--- config.mk ---
export PLATFORM = sky130hd
export DESIGN_NAME = ramcard_mem_bridge
export DESIGN_NICKNAME = d
export VERILOG_FILES = /design/src/rtl/ramcard_mem_bridge.sv
export SDC_FILE = /design/constraint.sdc
export NUM_CORES = 1
export LEC_CHECK = 0
export ABC_AREA = 1
export BUFFER_PORTS_ARGS = -buffer_cell sky130_fd_sc_hd__buf_4
export CORE_ASPECT_RATIO = 1.4
export CORE_MARGIN = 3
export CORE_UTILIZATION = 40
export DETAILED_ROUTE_END_ITERATION = 8
export PLACE_DENSITY = 0.66
export REMOVE_ABC_BUFFERS = 1
export SLEW_MARGIN = 40
export SYNTH_ARGS = -nofsm -noshare
export SYNTH_HDL_FRONTEND = slang
export SYNTH_SLANG_ARGS = --single-unit
--- constraint.sdc ---
create_clock -name clk -period 2.9 [get_ports clk]
set_clock_uncertainty 0.15 [all_clocks]
set_input_delay 0.29 -clock clk [delete_from_list [all_inputs] [get_ports clk]]
set_output_delay 0.29 -clock clk [all_outputs]
set_load 0.05 [all_outputs]
--- src/rtl/ramcard_mem_bridge.sv ---
// ramcard_mem_bridge
//   Bridges decoded Saturn 128K language-card accesses onto a shared SDRAM
//   req/ack port. Stalls the CPU (cpu_wait) while an access is in flight,
//   returns read data, buffers one overlapping access and aborts requests
//   that are not acknowledged within TIMEOUT_CYC cycles.
//
// Ports
//   clk, reset_n                 clock, synchronous active-low reset
//   cpu_strobe, cpu_we, cpu_dout CPU bus cycle start, direction, write data
//   ram_addr                     card RAM address from the decoder
//   card_ram_we, card_ram_rd     card write/read enables for ram_addr
//   cpu_din, rd_valid            read data to CPU, 1-cycle update pulse
//   cpu_wait                     CPU stall request
//   mem_req, mem_we, mem_addr,
//   mem_wdata                    SDRAM request (level) and its attributes
//   mem_ack, mem_rdata           SDRAM completion pulse and read data
//   timeout_err, ovf_err         sticky error flags
module ramcard_mem_bridge #(
    parameter int unsigned ADDR_W      = 24,
    parameter int unsigned TIMEOUT_CYC = 255
) (
    input  logic              clk,
    input  logic              reset_n,
    input  logic              cpu_strobe,
    input  logic              cpu_we,
    input  logic [7:0]        cpu_dout,
    input  logic [ADDR_W-1:0] ram_addr,
    input  logic              card_ram_we,
    input  logic              card_ram_rd,
    output logic [7:0]        cpu_din,
    output logic              rd_valid,
    output logic              cpu_wait,
    output logic              mem_req,
    output logic              mem_we,
    output logic [ADDR_W-1:0] mem_addr,
    output logic [7:0]        mem_wdata,
    input  logic              mem_ack,
    input  logic [7:0]        mem_rdata,
    output logic              timeout_err,
    output logic              ovf_err
);

    typedef enum logic [1:0] {
        IDLE,
        WAIT_ACK,
        GAP
    } state_t;

    // Counter holds (cycles waited - 1); reaching TMO_LAST on a no-ack edge
    // means TIMEOUT_CYC edges have passed since the request went out.
    localparam logic [7:0] TMO_LAST = 8'(TIMEOUT_CYC - 1);

    state_t state, state_n;

    logic [7:0]        cnt, cnt_n;
    logic              pend_valid, pend_valid_n;
    logic [ADDR_W-1:0] pend_addr, pend_addr_n;
    logic              pend_we, pend_we_n;
    logic [7:0]        pend_wdata, pend_wdata_n;

    logic [7:0]        cpu_din_n;
    logic              rd_valid_n;
    logic              cpu_wait_n;
    logic              mem_req_n;
    logic              mem_we_n;
    logic [ADDR_W-1:0] mem_addr_n;
    logic [7:0]        mem_wdata_n;
    logic              timeout_err_n;
    logic              ovf_err_n;

    logic access;
    logic tmo_hit;
    logic done;
    logic capture;
    logic drop;

    assign access  = cpu_strobe & ((cpu_we & card_ram_we) | (~cpu_we & card_ram_rd));
    assign tmo_hit = (cnt == TMO_LAST);
    assign done    = (state == WAIT_ACK) & (mem_ack | tmo_hit);
    // GAP is only entered with the slot full, so capture never fires there.
    assign capture = access & (state != IDLE) & ~pend_valid;
    assign drop    = access & (state != IDLE) & pend_valid;

    // State and all registered outputs
    always_ff @(posedge clk) begin
        if (!reset_n) begin
            state       <= IDLE;
            cnt         <= '0;
            pend_valid  <= 1'b0;
            pend_addr   <= '0;
            pend_we     <= 1'b0;
            pend_wdata  <= '0;
            cpu_din     <= 8'h00;
            rd_valid    <= 1'b0;
            cpu_wait    <= 1'b0;
            mem_req     <= 1'b0;
            mem_we      <= 1'b0;
            mem_addr    <= '0;
            mem_wdata   <= '0;
            timeout_err <= 1'b0;
            ovf_err     <= 1'b0;
        end else begin
            state       <= state_n;
            cnt         <= cnt_n;
            pend_valid  <= pend_valid_n;
            pend_addr   <= pend_addr_n;
            pend_we     <= pend_we_n;
            pend_wdata  <= pend_wdata_n;
            cpu_din     <= cpu_din_n;
            rd_valid    <= rd_valid_n;
            cpu_wait    <= cpu_wait_n;
            mem_req     <= mem_req_n;
            mem_we      <= mem_we_n;
            mem_addr    <= mem_addr_n;
            mem_wdata   <= mem_wdata_n;
            timeout_err <= timeout_err_n;
            ovf_err     <= ovf_err_n;
        end
    end

    // Next-state logic
    always_comb begin
        state_n = state;
        case (state)
            IDLE:     if (access) state_n = WAIT_ACK;
            WAIT_ACK: if (done) state_n = (pend_valid | capture) ? GAP : IDLE;
            GAP:      state_n = WAIT_ACK;
            default:  state_n = IDLE;
        endcase
    end

    // Output / datapath next values
    always_comb begin
        cnt_n         = cnt;
        pend_valid_n  = pend_valid;
        pend_addr_n   = pend_addr;
        pend_we_n     = pend_we;
        pend_wdata_n  = pend_wdata;
        cpu_din_n     = cpu_din;
        rd_valid_n    = 1'b0;
        cpu_wait_n    = cpu_wait;
        mem_req_n     = mem_req;
        mem_we_n      = mem_we;
        mem_addr_n    = mem_addr;
        mem_wdata_n   = mem_wdata;
        timeout_err_n = timeout_err;
        ovf_err_n     = ovf_err;

        case (state)
            IDLE: begin
                if (access) begin
                    mem_req_n   = 1'b1;
                    mem_we_n    = cpu_we;
                    mem_addr_n  = ram_addr;
                    mem_wdata_n = cpu_dout;
                    cpu_wait_n  = 1'b1;
                    cnt_n       = '0;
                end
            end
            WAIT_ACK: begin
                if (done) begin
                    mem_req_n = 1'b0;
                    if (!mem_we) begin
                        cpu_din_n  = mem_ack ? mem_rdata : 8'hFF;
                        rd_valid_n = 1'b1;
                    end
                    if (!mem_ack) timeout_err_n = 1'b1;
                    cpu_wait_n = pend_valid | capture;
                end else begin
                    cnt_n = cnt + 8'd1;
                end
            end
            GAP: begin
                mem_req_n    = 1'b1;
                mem_we_n     = pend_we;
                mem_addr_n   = pend_addr;
                mem_wdata_n  = pend_wdata;
                cpu_wait_n   = 1'b1;
                cnt_n        = '0;
                pend_valid_n = 1'b0;
            end
            default: ;
        endcase

        if (capture) begin
            pend_valid_n = 1'b1;
            pend_addr_n  = ram_addr;
            pend_we_n    = cpu_we;
            pend_wdata_n = cpu_dout;
        end
        if (drop) ovf_err_n = 1'b1;
    end

endmodule

-- Yosys cells after proc, flatten, opt, wreduce, memory -nomap -nowiden
Cells that the tools add are included.
W data, S select, Z words.
- add/subtract/negate cells: 1
- $mul: 0
- div/mod/pow operators: 0
- $lt $le $gt $ge: 0
- equality and inequality tests: 6
- shift operators: 0
- muxes and demuxes: 22
- bitwise gates (word level): 14
- reduce and logical (&&, ||, !) cells: 12
- operators with widths (kind ; count):
    $pmux W24 S2 ; 1
    $mux W8 ; 4
    $mux W24 ; 1
    $pmux W8 S3 ; 1
    $pmux W8 S2 ; 1
    $reduce_and A3 Y1 ; 5
    $add A8 B1 Y8 const B ; 1
    $eq A8 B8 Y1 const B ; 1
    $and A1 B1 Y1 ; 7
    $mux W1 ; 7
    $mux W2 ; 3
    $ne A2 B2 Y1 const B ; 3
    $pmux W1 S3 ; 2
    $pmux W2 S3 ; 1
    $reduce_bool A2 Y1 ; 3
    $not A1 Y1 ; 4
    $reduce_and A2 Y1 ; 2
    $or A1 B1 Y1 ; 3
    $reduce_bool A3 Y1 ; 1
    $eq A2 B1 Y1 const B ; 1
    $eq A2 B2 Y1 const B ; 1
    $logic_not A2 Y1 ; 1
    $pmux W1 S2 ; 1
- bits in registers: 90
- latch bits: 0
- RAM bits: 0
- bits in read-only memories: 0
- bits of input ports: 47
- output and inout port bits: 46
- word-level logic and storage cells: 70
- memories: 0

-- Logic depth before layout (Yosys ltp)
- depth after elaboration: 10
- gate-level depth with buffers: 11
- gate-level depth less buffers: 11

-- Worst setup path after synthesis
OpenSTA, ideal clock, no wires.
- path kind: flip-flop to flip-flop
- start point: register mem_we
- end point: register cpu_din[0]
- setup time: 121 ps
- data arrival time: 1257 ps
- required time: 2629 ps
- setup slack: 1371 ps
- cell stages (with the launch flop): 4
- buffers on the path: 0
- clock period less this slack: 1529 ps
- cells stage by stage: dfxtp_1 > clkinv_1 > nand3_4 > a21oi_1
- cells in the longest elaborated chain, start to end: 2
- ends and longest elaborated chain (item ; RTL line ; RTL):
    start: declaration ; 34 ; output logic mem_we,
    start signal: assignment ; 113 ; mem_we <= mem_we_n;
    $not A1 Y1 (no source line) ; -- ;
    $reduce_and A3 Y1 (no source line) ; -- ;
    end signal: assignment ; 109 ; cpu_din <= cpu_din_n;
    end: declaration ; 30 ; output logic [7:0] cpu_din,
Every way passes these cells.
A chain may end at the register's enable or synchronous reset.

-- Worst setup path in the final report
- start point: register state[0]
- end point: register cpu_wait
- cells in the longest elaborated chain, start to end: 6
- elaborated cells on any way between the ends: 14
- those cells by class: eq/ne: 4; mux: 2; bitwise: 4; reduce/logical: 4
- ends and longest elaborated chain (item ; RTL line ; RTL):
    start: declaration ; 53 ; state_t state, state_n;
    start signal: assignment ; 103 ; state <= state_n;
    $reduce_bool A2 Y1 ; 81 ; assign capture = access & (state != IDLE) & ~pend_valid;
    $and A1 B1 Y1 (2 in series) ; 81 ;
    $or A1 B1 Y1 ; 168 ; cpu_wait_n = pend_valid | capture;
    $mux W1 ; 161 ; if (done) begin
    $pmux W1 S3 ; 149 ; case (state)
    end signal: assignment ; 111 ; cpu_wait <= cpu_wait_n;
    end: declaration ; 32 ; output logic cpu_wait,
Parallel ways exist; a longest one is shown, timed or not. The select of a mux whose other input is x is not followed.

==> results.json <==
{
  "synthFlopType": "dfxtp_1",
  "grt_max_degree": 67,
  "row_count": 42,
  "grt_pass1_wl_um": 15100,
  "cp_data_arrival_time_ps": 2030,
  "synthToLayoutAreaGrowth_pct": 25.4,
  "pwr-share-clk_pct": 37.5,
  "yosysSeqAreaShare_pct": 45.9,
  "path_cells": "inv_2, nor2_2, nand3_2, inv_1, nor2_1, nand2_1, nand2_1, nor2_1",
  "cts_root_buf": "clkbuf_16",
  "switching_power_mw": 0.971,
  "cts_buffer_depth": 2,
  "instances_no_fill": 749,
  "cp.required_ps": 3020,
  "synth_warnings": 0,
  "drc": 0,
  "slowest_stage": "nor2_2",
  "drt-initial-drc-count": 164,
  "start_util_pct": 41.3,
  "finalNetCount": 662,
  "clkTransAtPathRegs_ps": 60,
  "globalplace.congestion": 0.745,
  "p_sw_share_pct": 29.5,
  "hold_violations": 0,
  "ant_nets": 0,
  "setup_tns_ps": 0,
  "htree_levels": 3,
  "vdd_ir_drop_max_uv": 352,
  "cp-end-kind": "register",
  "die_h_um": 123,
  "portBuffers": 92,
  "clk-insertion-delay-late_ps": 330,
  "cts_tree": "built",
  "die-area_mm2": 0.0111,
  "dr.pass1.iters": 4,
  "vias": 3541,
  "gr-usage-all-layers_pct": 16.4,
  "fin_ws_ps": 984,
  "slew_viol_final": 0,
  "crit_fanout": 14,
  "cts_inserted_buffers": 9,
  "grt_pass1_vias": 3490,
  "die_x_um": 89.7,
  "status": "finished clean",
  "power_density_mw_per_mm2": 667,
  "cap_violations": 0,
  "slew_headroom_pct": 54.5,
  "hold_buffers": 0,
  "fmaxAchievable_mhz": 522,
  "io_pins": 93,
  "p_int_mw": 2.32,
  "combPwrFrac_pct": 20.7,
  "routed_via_density": 4.73,
  "power_mw": 3.29,
  "min_period_over_period_pct": 66.1,
  "crit_type": "reg2reg",
  "critPathMaxStageDelay_ps": 540,
  "hold_path_class": "in2reg",
  "diodes": 0,
  "syn_area_mm2": 0.00393,
  "worst-r2r-setup-slack_ps": 980,
  "synthCells": 538,
  "syn_avg_cell_area_um2": 7.30,
  "final_util_pct": 51.8,
  "rsz0062_at_grt": "no",
  "wl_per_cell_um": 11.6,
  "synth_cell_types": 29,
  "post-dp-hpwl_um": 5940,
  "pwr-share-seq_pct": 41.8,
  "leakage_nw": 2.18,
  "setup_violations": 0,
  "cts_resized": 0,
  "start_kind": "register",
  "place_inst": 734,
  "tightest_slew_ps": 682,
  "synth_edf_count": 0,
  "antenna_found_initial": 0,
  "async_flop_share_pct": 0,
  "ys_ff_latch": 90,
  "routed_wl_um": 8710,
  "pre_cts_slack_ps": 983,
  "post_cts_buffers": 0,
  "grt_remaining_overflow": 0,
  "period_needed_ps": 1920,
  "clock-sinks": 90,
  "core_mm2": 0.00951,
  "drive_gt1_share_pct": 20.4
}
## per-layer routing
metal	track usage, %	share of wire (%)	wire (um)
met1	18.4	44	3820
met3	3.90	4.8	420
met5	0	0	0
met2	30.0	50	4380
met4	6.42	0.94	82
## registers in the layout, summed over array words and instances, names as in the netlist, 2 cells and up
| signal | count |
|---|---|
| cnt | 8 |
| cpu_din | 8 |
| state | 2 |
| pend_wdata | 8 |
| mem_wdata | 8 |
| pend_addr | 24 |
| mem_addr | 24 |
## worst paths after layout
path                               startpoint            end  depth (start not counted)
worst min-delay path              ram_addr[8]   pend_addr[8]                          3
worst max register to register       state[0]       cpu_wait                          8
worst max-delay path                 state[0]       cpu_wait                          8
worst min register to register  pend_addr[11]  pend_addr[11]                          2
## placed cells by master, fill, tap and decap left out, types with 5 or more instances in the layout
| cell type | instances |
|---|---|
| a21oi_1 | 51 |
| nand3_1 | 10 |
| buf_4 | 94 |
| nand2_1 | 72 |
| clkbuf_16 | 9 |
| inv_1 | 71 |
| nand4_1 | 10 |
| nand2_2 | 5 |
| nor2_1 | 78 |
| o21ai_0 | 76 |
| o21ai_1 | 24 |
| dfxtp_1 | 90 |
## final cells by class
| class | instances | area [um2] |
|---|---|---|
| clock buffer | 10 | 239 |
| fill | 940 | 4590 |
| multi-input combinational | 343 | 1640 |
| clock inverter | 5 | 78.8 |
| tap | 132 | 165 |
| sequential | 90 | 1800 |
| inverter | 74 | 278 |
| timing repair buffer | 95 | 726 |
## cell usage after synthesis (all sizes together), types with 2 or more instances
cell    number  area [um2]
a21oi       52         272
buf         22         183
clkbuf       9        33.8
dfxtp       90        1800
ha           2        25.0
inv         73         274
nand2       79         319
nand3       13        95.1
nand4       10        62.6
nor2        81         317
o21ai      100         500
## logic make-up (layout without fill, tap and decap cells)
kind of cell	Yosys count	after routing	synth area share, %
adder cells (fa/ha/maj)	2	2	0.637
AO/OA/AOI/OAI	155	155	20.2
AND/OR/NAND/NOR	185	185	20.5
XOR/XNOR	1	1	0.223
flip-flops	90	90	45.9
buffers and inverters	105	184	12.6
## power groups by stage
stage	Sequential [mW]	Combinational [mW]	Clock (mW)
after global routing	1.38	0.746	1.31
after floorplan	1.63	0.215	0
after global placement	1.40	0.677	0
after CTS	1.37	0.688	1.27
final	1.37	0.679	1.23
after detailed placement	1.40	0.686	0
## worst max-delay path: cells and delay by family (launching register included)
| kind | cells | cell delay [ps] |
|---|---|---|
| simple gates | 6 | 1000 |
| buf+inv | 2 | 290 |
| flops | 1 | 420 |
## metrics by stage
stage	area [um2]	hold WS (ps)
2_1_floorplan	3710	258
4_1_cts	4920	72.5
6_report	4920	85.8
3_5_place_dp	4610	289
3_3_place_gp	4600	284
5_1_grt	4920	93.3
Power figures use the tool's default switching activity.
